**src/rtl/instrumented_adder_sequencer.sv**
```systemverilog
`default_nettype none
// ============================================================================
// Module      : instrumented_adder_sequencer
// Description : Initiator for the instrumented-adder measurement interface.
//               It takes one command (operands + run window), drives the
//               adder operands and the ring-oscillator clear/run controls,
//               times the run window, and captures the ring count and the
//               adder sum. The result, together with correctness and
//               saturation flags, is returned over a valid/ready handshake.
// Revision    : 1.0 - initial release
// ============================================================================
module instrumented_adder_sequencer #(
  parameter int WIDTH         = 32,
  parameter int WIN_W         = 16,
  parameter int SETTLE_CYCLES = 2
) (
  input  logic             wb_clk_i,
  input  logic             wb_rst_i,
  input  logic             cmd_valid,
  output logic             cmd_ready,
  input  logic [WIDTH-1:0] cmd_a,
  input  logic [WIDTH-1:0] cmd_b,
  input  logic [WIN_W-1:0] cmd_window,
  output logic [WIDTH-1:0] dut_a,
  output logic [WIDTH-1:0] dut_b,
  output logic             dut_clear,
  output logic             dut_run,
  input  logic [WIDTH-1:0] dut_count,
  input  logic [WIDTH-1:0] dut_sum,
  output logic             res_valid,
  input  logic             res_ready,
  output logic [WIDTH-1:0] res_count,
  output logic [WIDTH-1:0] res_sum,
  output logic             res_match,
  output logic             res_saturated,
  output logic             busy
);

  // Settle counter holds SETTLE_CYCLES-1 down to 0.
  localparam int              SET_W       = (SETTLE_CYCLES > 1) ? $clog2(SETTLE_CYCLES) : 1;
  localparam logic [SET_W-1:0] SETTLE_LOAD = SET_W'(SETTLE_CYCLES - 1);

  localparam logic [2:0] ST_IDLE    = 3'd0;
  localparam logic [2:0] ST_LOAD    = 3'd1;
  localparam logic [2:0] ST_RUN     = 3'd2;
  localparam logic [2:0] ST_STOP    = 3'd3;
  localparam logic [2:0] ST_CAPTURE = 3'd4;
  localparam logic [2:0] ST_DONE    = 3'd5;

  logic [2:0]       state_q, state_d;
  logic [WIN_W-1:0] win_cnt_q, win_cnt_d;
  logic [SET_W-1:0] settle_cnt_q, settle_cnt_d;
  logic [WIDTH-1:0] dut_a_q, dut_a_d;
  logic [WIDTH-1:0] dut_b_q, dut_b_d;
  logic [WIDTH-1:0] res_count_q, res_count_d;
  logic [WIDTH-1:0] res_sum_q, res_sum_d;
  logic             res_match_q, res_match_d;
  logic             res_saturated_q, res_saturated_d;

  logic             cmd_fire;
  logic             res_fire;
  logic             settle_done;
  logic [WIDTH-1:0] expected_sum;

  assign cmd_fire     = cmd_valid && (state_q == ST_IDLE);
  assign res_fire     = res_ready && (state_q == ST_DONE);
  assign settle_done  = (settle_cnt_q == '0);
  // Carry-out is deliberately dropped: the reference sum wraps like the adder.
  assign expected_sum = dut_a_q + dut_b_q;

  // State register.
  always_ff @(posedge wb_clk_i) begin
    if (wb_rst_i) begin
      state_q <= ST_IDLE;
    end else begin
      state_q <= state_d;
    end
  end

  // Next-state logic; a zero window skips RUN entirely.
  always_comb begin
    state_d = state_q;
    case (state_q)
      ST_IDLE:    if (cmd_fire) state_d = ST_LOAD;
      ST_LOAD:    if (settle_done) state_d = (win_cnt_q == '0) ? ST_STOP : ST_RUN;
      ST_RUN:     if (win_cnt_q == WIN_W'(1)) state_d = ST_STOP;
      ST_STOP:    if (settle_done) state_d = ST_CAPTURE;
      ST_CAPTURE: state_d = ST_DONE;
      ST_DONE:    if (res_fire) state_d = ST_IDLE;
      default:    state_d = ST_IDLE;
    endcase
  end

  // Outputs decoded from state so reset drops run/clear on the same edge.
  always_comb begin
    cmd_ready     = (state_q == ST_IDLE);
    busy          = (state_q != ST_IDLE);
    dut_clear     = (state_q == ST_LOAD);
    dut_run       = (state_q == ST_RUN);
    res_valid     = (state_q == ST_DONE);
    dut_a         = dut_a_q;
    dut_b         = dut_b_q;
    res_count     = res_count_q;
    res_sum       = res_sum_q;
    res_match     = res_match_q;
    res_saturated = res_saturated_q;
  end

  // Datapath next values: operand latch, window/settle timers, result capture.
  always_comb begin
    dut_a_d         = dut_a_q;
    dut_b_d         = dut_b_q;
    win_cnt_d       = win_cnt_q;
    settle_cnt_d    = settle_cnt_q;
    res_count_d     = res_count_q;
    res_sum_d       = res_sum_q;
    res_match_d     = res_match_q;
    res_saturated_d = res_saturated_q;

    if (cmd_fire) begin
      dut_a_d   = cmd_a;
      dut_b_d   = cmd_b;
      win_cnt_d = cmd_window;
    end

    if (state_q == ST_RUN) begin
      win_cnt_d = win_cnt_q - WIN_W'(1);
    end

    // Reload on every entry into LOAD or STOP, otherwise count down inside them.
    if ((state_d != state_q) && ((state_d == ST_LOAD) || (state_d == ST_STOP))) begin
      settle_cnt_d = SETTLE_LOAD;
    end else if (((state_q == ST_LOAD) || (state_q == ST_STOP)) && !settle_done) begin
      settle_cnt_d = settle_cnt_q - SET_W'(1);
    end

    if (state_q == ST_CAPTURE) begin
      res_count_d     = dut_count;
      res_sum_d       = dut_sum;
      res_match_d     = (dut_sum == expected_sum);
      res_saturated_d = &dut_count;
    end
  end

  // Datapath registers; reset discards any pending result and clears operands.
  always_ff @(posedge wb_clk_i) begin
    if (wb_rst_i) begin
      dut_a_q         <= '0;
      dut_b_q         <= '0;
      win_cnt_q       <= '0;
      settle_cnt_q    <= '0;
      res_count_q     <= '0;
      res_sum_q       <= '0;
      res_match_q     <= 1'b0;
      res_saturated_q <= 1'b0;
    end else begin
      dut_a_q         <= dut_a_d;
      dut_b_q         <= dut_b_d;
      win_cnt_q       <= win_cnt_d;
      settle_cnt_q    <= settle_cnt_d;
      res_count_q     <= res_count_d;
      res_sum_q       <= res_sum_d;
      res_match_q     <= res_match_d;
      res_saturated_q <= res_saturated_d;
    end
  end

endmodule
`default_nettype wire
```
**config.mk**
```make
export PLATFORM = sky130hd
export DESIGN_NAME = instrumented_adder_sequencer
export DESIGN_NICKNAME = d
export VERILOG_FILES = /design/src/rtl/instrumented_adder_sequencer.sv
export SDC_FILE = /design/constraint.sdc
export NUM_CORES = 1
export LEC_CHECK = 0
export ABC_AREA = 0
export BUFFER_PORTS_ARGS = -buffer_cell sky130_fd_sc_hd__clkbuf_2
export CAP_MARGIN = 15
export CORE_UTILIZATION = 45
export DETAILED_ROUTE_END_ITERATION = 6
export GPL_TIMING_DRIVEN = 0
export PLACE_DENSITY = 0.83
export SYNTH_ARGS = -nofsm -noshare
export SYNTH_HDL_FRONTEND = slang
export SYNTH_SLANG_ARGS = --single-unit
```
**constraint.sdc**
```tcl
create_clock -name wb_clk_i -period 3.05 [get_ports wb_clk_i]
set_input_delay 0.61 -clock wb_clk_i [delete_from_list [all_inputs] [get_ports wb_clk_i]]
set_output_delay 0.61 -clock wb_clk_i [all_outputs]
set_load 0.01 [all_outputs]
```
=== Yosys cells after proc, flatten, opt, wreduce, memory -nomap -nowiden ===
Index checks and enable logic that the tools add are counted.
Widths: inputs -> output; s select.

* Word-level logic and storage cells: 45
* Output and inout bits: 135
* Input bits: 148
* Register bits after elaboration: 150

* Reductions and logical operators: 12
* Equal/unequal tests: 10
* $add $sub $neg: 3
* Muxes and demuxes: 11

{| class="wikitable"
|+ Operators by type and width
! kind !! number
|-
| $add 32x32->32 || 1
|-
| $eq 32x32->1 || 1
|-
| $mux 16 || 2
|-
| $reduce_and 32->1 || 1
|-
| $pmux 3 s6 || 1
|-
| $eq 16x1->1 const B || 1
|-
| $logic_not 16->1 || 1
|-
| $sub 16x1->16 const B || 1
|-
| $mux 3 || 5
|-
| $eq 3x2->1 const B || 3
|-
| $eq 3x1->1 const B || 2
|-
| $eq 3x3->1 const B || 2
|-
| $logic_and 1x1->1 || 4
|-
| $reduce_bool 2->1 || 2
|-
| $logic_not 3->1 || 1
|-
| $mux 1 || 3
|-
| $ne 3x3->1 || 1
|-
| $reduce_bool 3->1 || 1
|-
| $logic_or 1x1->1 || 2
|-
| $sub 1x1->1 const B || 1
|}

=== Logic depth before layout (Yosys ltp) ===
* Word-level depth: 8
* Gate-level depth with buffers: 11
* Gate-level depth less buffers: 11

=== Worst setup path after synthesis ===
No wires, ideal clock.

* Path kind: register to register
* From: reg dut_a_q[0] (netlist: dut_a[0])
* To: reg res_match_q (netlist: res_match)
* Period minus slack after synthesis: 3014 ps
* Library setup time: 69 ps
* Cell stages (with the launch flop): 12
* Data required time: 2981 ps
* Path slack: 36 ps
* Arrival: 2945 ps
* Path buffers: 0
* Cells stage by stage: dfxtp_1 > ha_1 > fa_1 > a211oi_1 > nor2_1 > xnor2_1 > a2111oi_2 > nand4_1 > or4_1 > nor4_1 > o2111ai_1 > o21ai_1

* Longest elaborated chain between the ends: 2

{| class="wikitable"
|+ Ends and longest elaborated chain
! what !! line !! RTL
|-
| from (decl) || 53 || <nowiki>logic [WIDTH-1:0] dut_a_q, dut_a_d;</nowiki>
|-
| from (signal assigned) || 157 || <nowiki>dut_a_q <= dut_a_d;</nowiki>
|-
| $add 32x32->32 || 69 || <nowiki>assign expected_sum = dut_a_q + dut_b_q;</nowiki>
|-
| $eq 32x32->1 || 140 || <nowiki>res_match_d = (dut_sum == expected_sum);</nowiki>
|-
| to (signal assigned) || 163 || <nowiki>res_match_q <= res_match_d;</nowiki>
|-
| to (decl) || 57 || <nowiki>logic res_match_q, res_match_d;</nowiki>
|}

Every way passes these cells.
A chain may end at the register's enable or synchronous reset.

=== Worst setup path in the final report ===
* From: reg dut_b_q[5] (netlist: dut_b[5])
* To: reg res_match_q (netlist: res_match)

* Longest elaborated chain between the ends: 2

{| class="wikitable"
|+ Ends and longest elaborated chain
! what !! line !! RTL
|-
| from (decl) || 54 || <nowiki>logic [WIDTH-1:0] dut_b_q, dut_b_d;</nowiki>
|-
| from (signal assigned) || 158 || <nowiki>dut_b_q <= dut_b_d;</nowiki>
|-
| $add 32x32->32 || 69 ||
|-
| $eq 32x32->1 || 140 ||
|}

Every way passes these cells.

==> impl_metrics.py <==
metrics = {
    "yosys": {
        "avgSynthCellArea_sq_um": 7.41,
        "synthFlopType": "dfxtp_1",
        "yosys.area.top_type_share_pct": 37.9,
        "yosysSeqAreaShare_pct": 37.9,
        "syn_inst": 1068,
        "synth_edf_count": 0,
        "yosysWarnings": 0,
        "ys_async_sr_fraction_pct": 0,
        "synth_nets": 1251,
        "syn-cell-area_sq_um": 7920,
        "ys_types": 61,
        "synth_area_leaders": "dfxtp_1, nand2_1, a21oi_1",
        "yosysTopAreaCell": "dfxtp_1",
        "ys_ff_latch": 150,
    },
    "layout": {
        "area_growth_pct": 30.6,
        "final_cell_mix": "nand2_1, clkbuf_2, a21oi_1, dfxtp_1, clkbuf_1",
        "fin_cells": 1604,
        "final_common_cell": "nand2_1",
        "fin_area_sq_um": 10300,
        "nets": 1549,
        "diodes": 0,
        "drive_gt1_share_pct": 24.9,
        "fin_util_pct": 60.0,
    },
    "sta": {
        "fin_skew_ps": 8.94,
        "hold_slack_ps": 390,
        "final.setup.tns_ps": -164,
        "finalCritPeriodShare_pct": 105,
        "worst_slew_pin_slew_ps": 875,
        "finalHoldViolCount": 0,
        "slew_headroom_pct": 41.6,
        "fin_crit_ps": 3210,
        "finalMaxSlewViolations": 0,
        "rsz0062_at_grt": "true",
        "max_freq_mhz": 311,
        "setup_viol": 1,
        "setup_ws_ps": -164,
    },
    "global_route": {
        "grt_first_pass_wirelength_um": 44600,
        "grt.overflow.total": 0,
        "grt_pass1_vias": 8609,
        "grt_antenna_before_repair": 0,
        "grt_max_degree": 17,
        "grtUsageTotal_pct": 32.0,
    },
    "die": {
        "fp.dieW_um": 135,
        "core_sq_um": 17200,
        "placementRows": 48,
        "initial_core_util_pct": 45.9,
        "die_h_um": 135,
        "dieArea_sq_um": 18100,
        "io_pins": 283,
    },
    "hold_path": {
        "hp-class": "in2reg",
        "min_path_cells": 3,
    },
    "detailed_routing": {
        "drtAntennaViolNets": 0,
        "first_iter_violations": 747,
        "wl_per_cell_um": 18.4,
        "drc": 0,
        "vias": 9096,
        "detail_route.vias_per_cell": 5.67,
        "drtPass1Iterations": 6,
        "routed_wl_um": 29500,
    },
    "pwr": {
        "finalPower_mw": 7.15,
        "vdd_drop_max_mv": 0.453,
        "power.density_nw_per_um2": 692,
        "p_leak_nw": 4.38,
    },
    "status": {
        "status": "finished, violations left",
        "failed_checks": "setup timing",
    },
    "flow_run": {
        "max_cap_viol_count": 0,
    },
    "setup_path": {
        "arrival_ps": 3570,
        "start_kind": "flop",
        "crit_type": "reg2reg",
        "reg2reg_depth": 10,
        "cp_data_required_time_ps": 3410,
        "cp_max_fo": 5,
        "end_kind": "flop",
    },
    "clocking": {
        "numCtsBuffers": 17,
        "clock_sinks": 150,
        "clock_latency_ps": 430,
        "htreeDepth": 4,
        "cts-root-buf": "clkbuf_16",
        "cts_tree": "yes",
        "clk_pin_slew_ps": 60,
        "cts.path.max_buffers": 2,
    },
    "placed_design": {
        "place_ws_ps": -646,
        "post_dp_cell_area_sq_um": 9600,
        "dp_cells": 1574,
        "io_buffers": 281,
        "dp_hpwl_um": 22600,
        "gp_congestion": 0.958,
    },
}
[where the power goes]
group | switching, mW | leakage, nW | total (mW) | internal, mW
Combinational | 1.68 | 2.88 | 2.61 | 0.926
Sequential | 0.240 | 1.22 | 2.45 | 2.21
Clock | 0.915 | 0.276 | 2.09 | 1.18
[synth_stat cells, types with 3 or more instances]
cell	instances
nor2b_1	3
o221ai_1	3
o21bai_1	3
a21oi_1	189
o31ai_1	3
o211ai_1	8
and4_1	3
nor3_1	21
nand3b_1	5
xor2_1	20
o21a_1	4
a31oi_1	8
nor3b_1	3
a2111oi_0	5
xnor2_1	25
nand3_1	20
and2_1	4
nor2_1	41
a211oi_1	9
ha_1	34
nand2b_1	8
or3_1	9
and3_1	6
nand4_1	16
mux2i_1	5
nand2_1	300
nor4_1	7
dfxtp_1	150
a21o_1	10
clkbuf_1	66
o311ai_0	4
inv_1	9
o21ai_0	24
o21ai_1	10
[worst paths after layout]
| check | from | to | slack (ps) |
|---|---|---|---|
| worst max-delay path | dut_b[5]$_SDFFE_PP0P_ | res_match$_SDFFE_PP0P_ | -160 |
| worst min-delay path | cmd_b[0] | dut_b[0]$_SDFFE_PP0P_ | 390 |
| worst max register to register | dut_b[5]$_SDFFE_PP0P_ | res_match$_SDFFE_PP0P_ | -160 |
| worst min register to register | res_count[6]$_SDFFE_PP0P_ | res_count[6]$_SDFFE_PP0P_ | 450 |
[sequential cells by signal (all words and copies together), names as in the netlist]
name and cells:
settle_cnt_q 1, res_saturated 1, state_q 3, win_cnt_q 16, res_count 32, res_sum 32
res_match 1, dut_b 32, dut_a 32
[area by class of cell]
cell class	instances	area, sq um
timing repair buffer	286	1440
clock buffer	20	457
tap	225	282
fill	1593	6900
buffer	60	234
multi-input combinational	842	4770
clock inverter	12	118
inverter	9	33.8
sequential	150	3010
[metal layers]
layer | vias up | wire [um] | GRT usage (%)
met2 | 443 | 13700 | 51.9
met5 | - | 0 | 0
met4 | 0 | 1030 | 13.5
li1 | 4325 | - | -
met3 | 80 | 2440 | 5.86
met1 | 4248 | 12400 | 41.6
[critical path, stage by stage (launching register included)]
cell and delay, ps:
dfxtp_1 410, ha_1 330, or2_1 300, a21o_1 190, o211ai_1 130, a211oi_1 150, o41a_1 530, a2111oi_4 350
o2111ai_1 190, a221o_1 410, o21ai_1 150
[what timing repair did]
| action | 4_1_cts | 5_1_grt |
|---|---|---|
| pin swaps | 13 | 1 |
| hold buffers | 0 | 0 |
| setup buffers | 4 | 1 |
| setup endpoints to repair | 1 | 6 |
| resized for setup | 21 | 11 |
[cells by family (layout without fill, tap and decap cells)]
kind of cell / count (synthesis) / in the layout / synth area share, %
buf+inv: 76 / 387 / 3.70
fa+ha+maj: 35 / 35 / 5.63
mux: 5 / 5 / 0.632
compound gates: 305 / 305 / 22.5
simple gates: 452 / 452 / 24.7
xor+xnor: 45 / 45 / 4.98
flops: 150 / 150 / 37.9
Power figures use the tool's default switching activity.
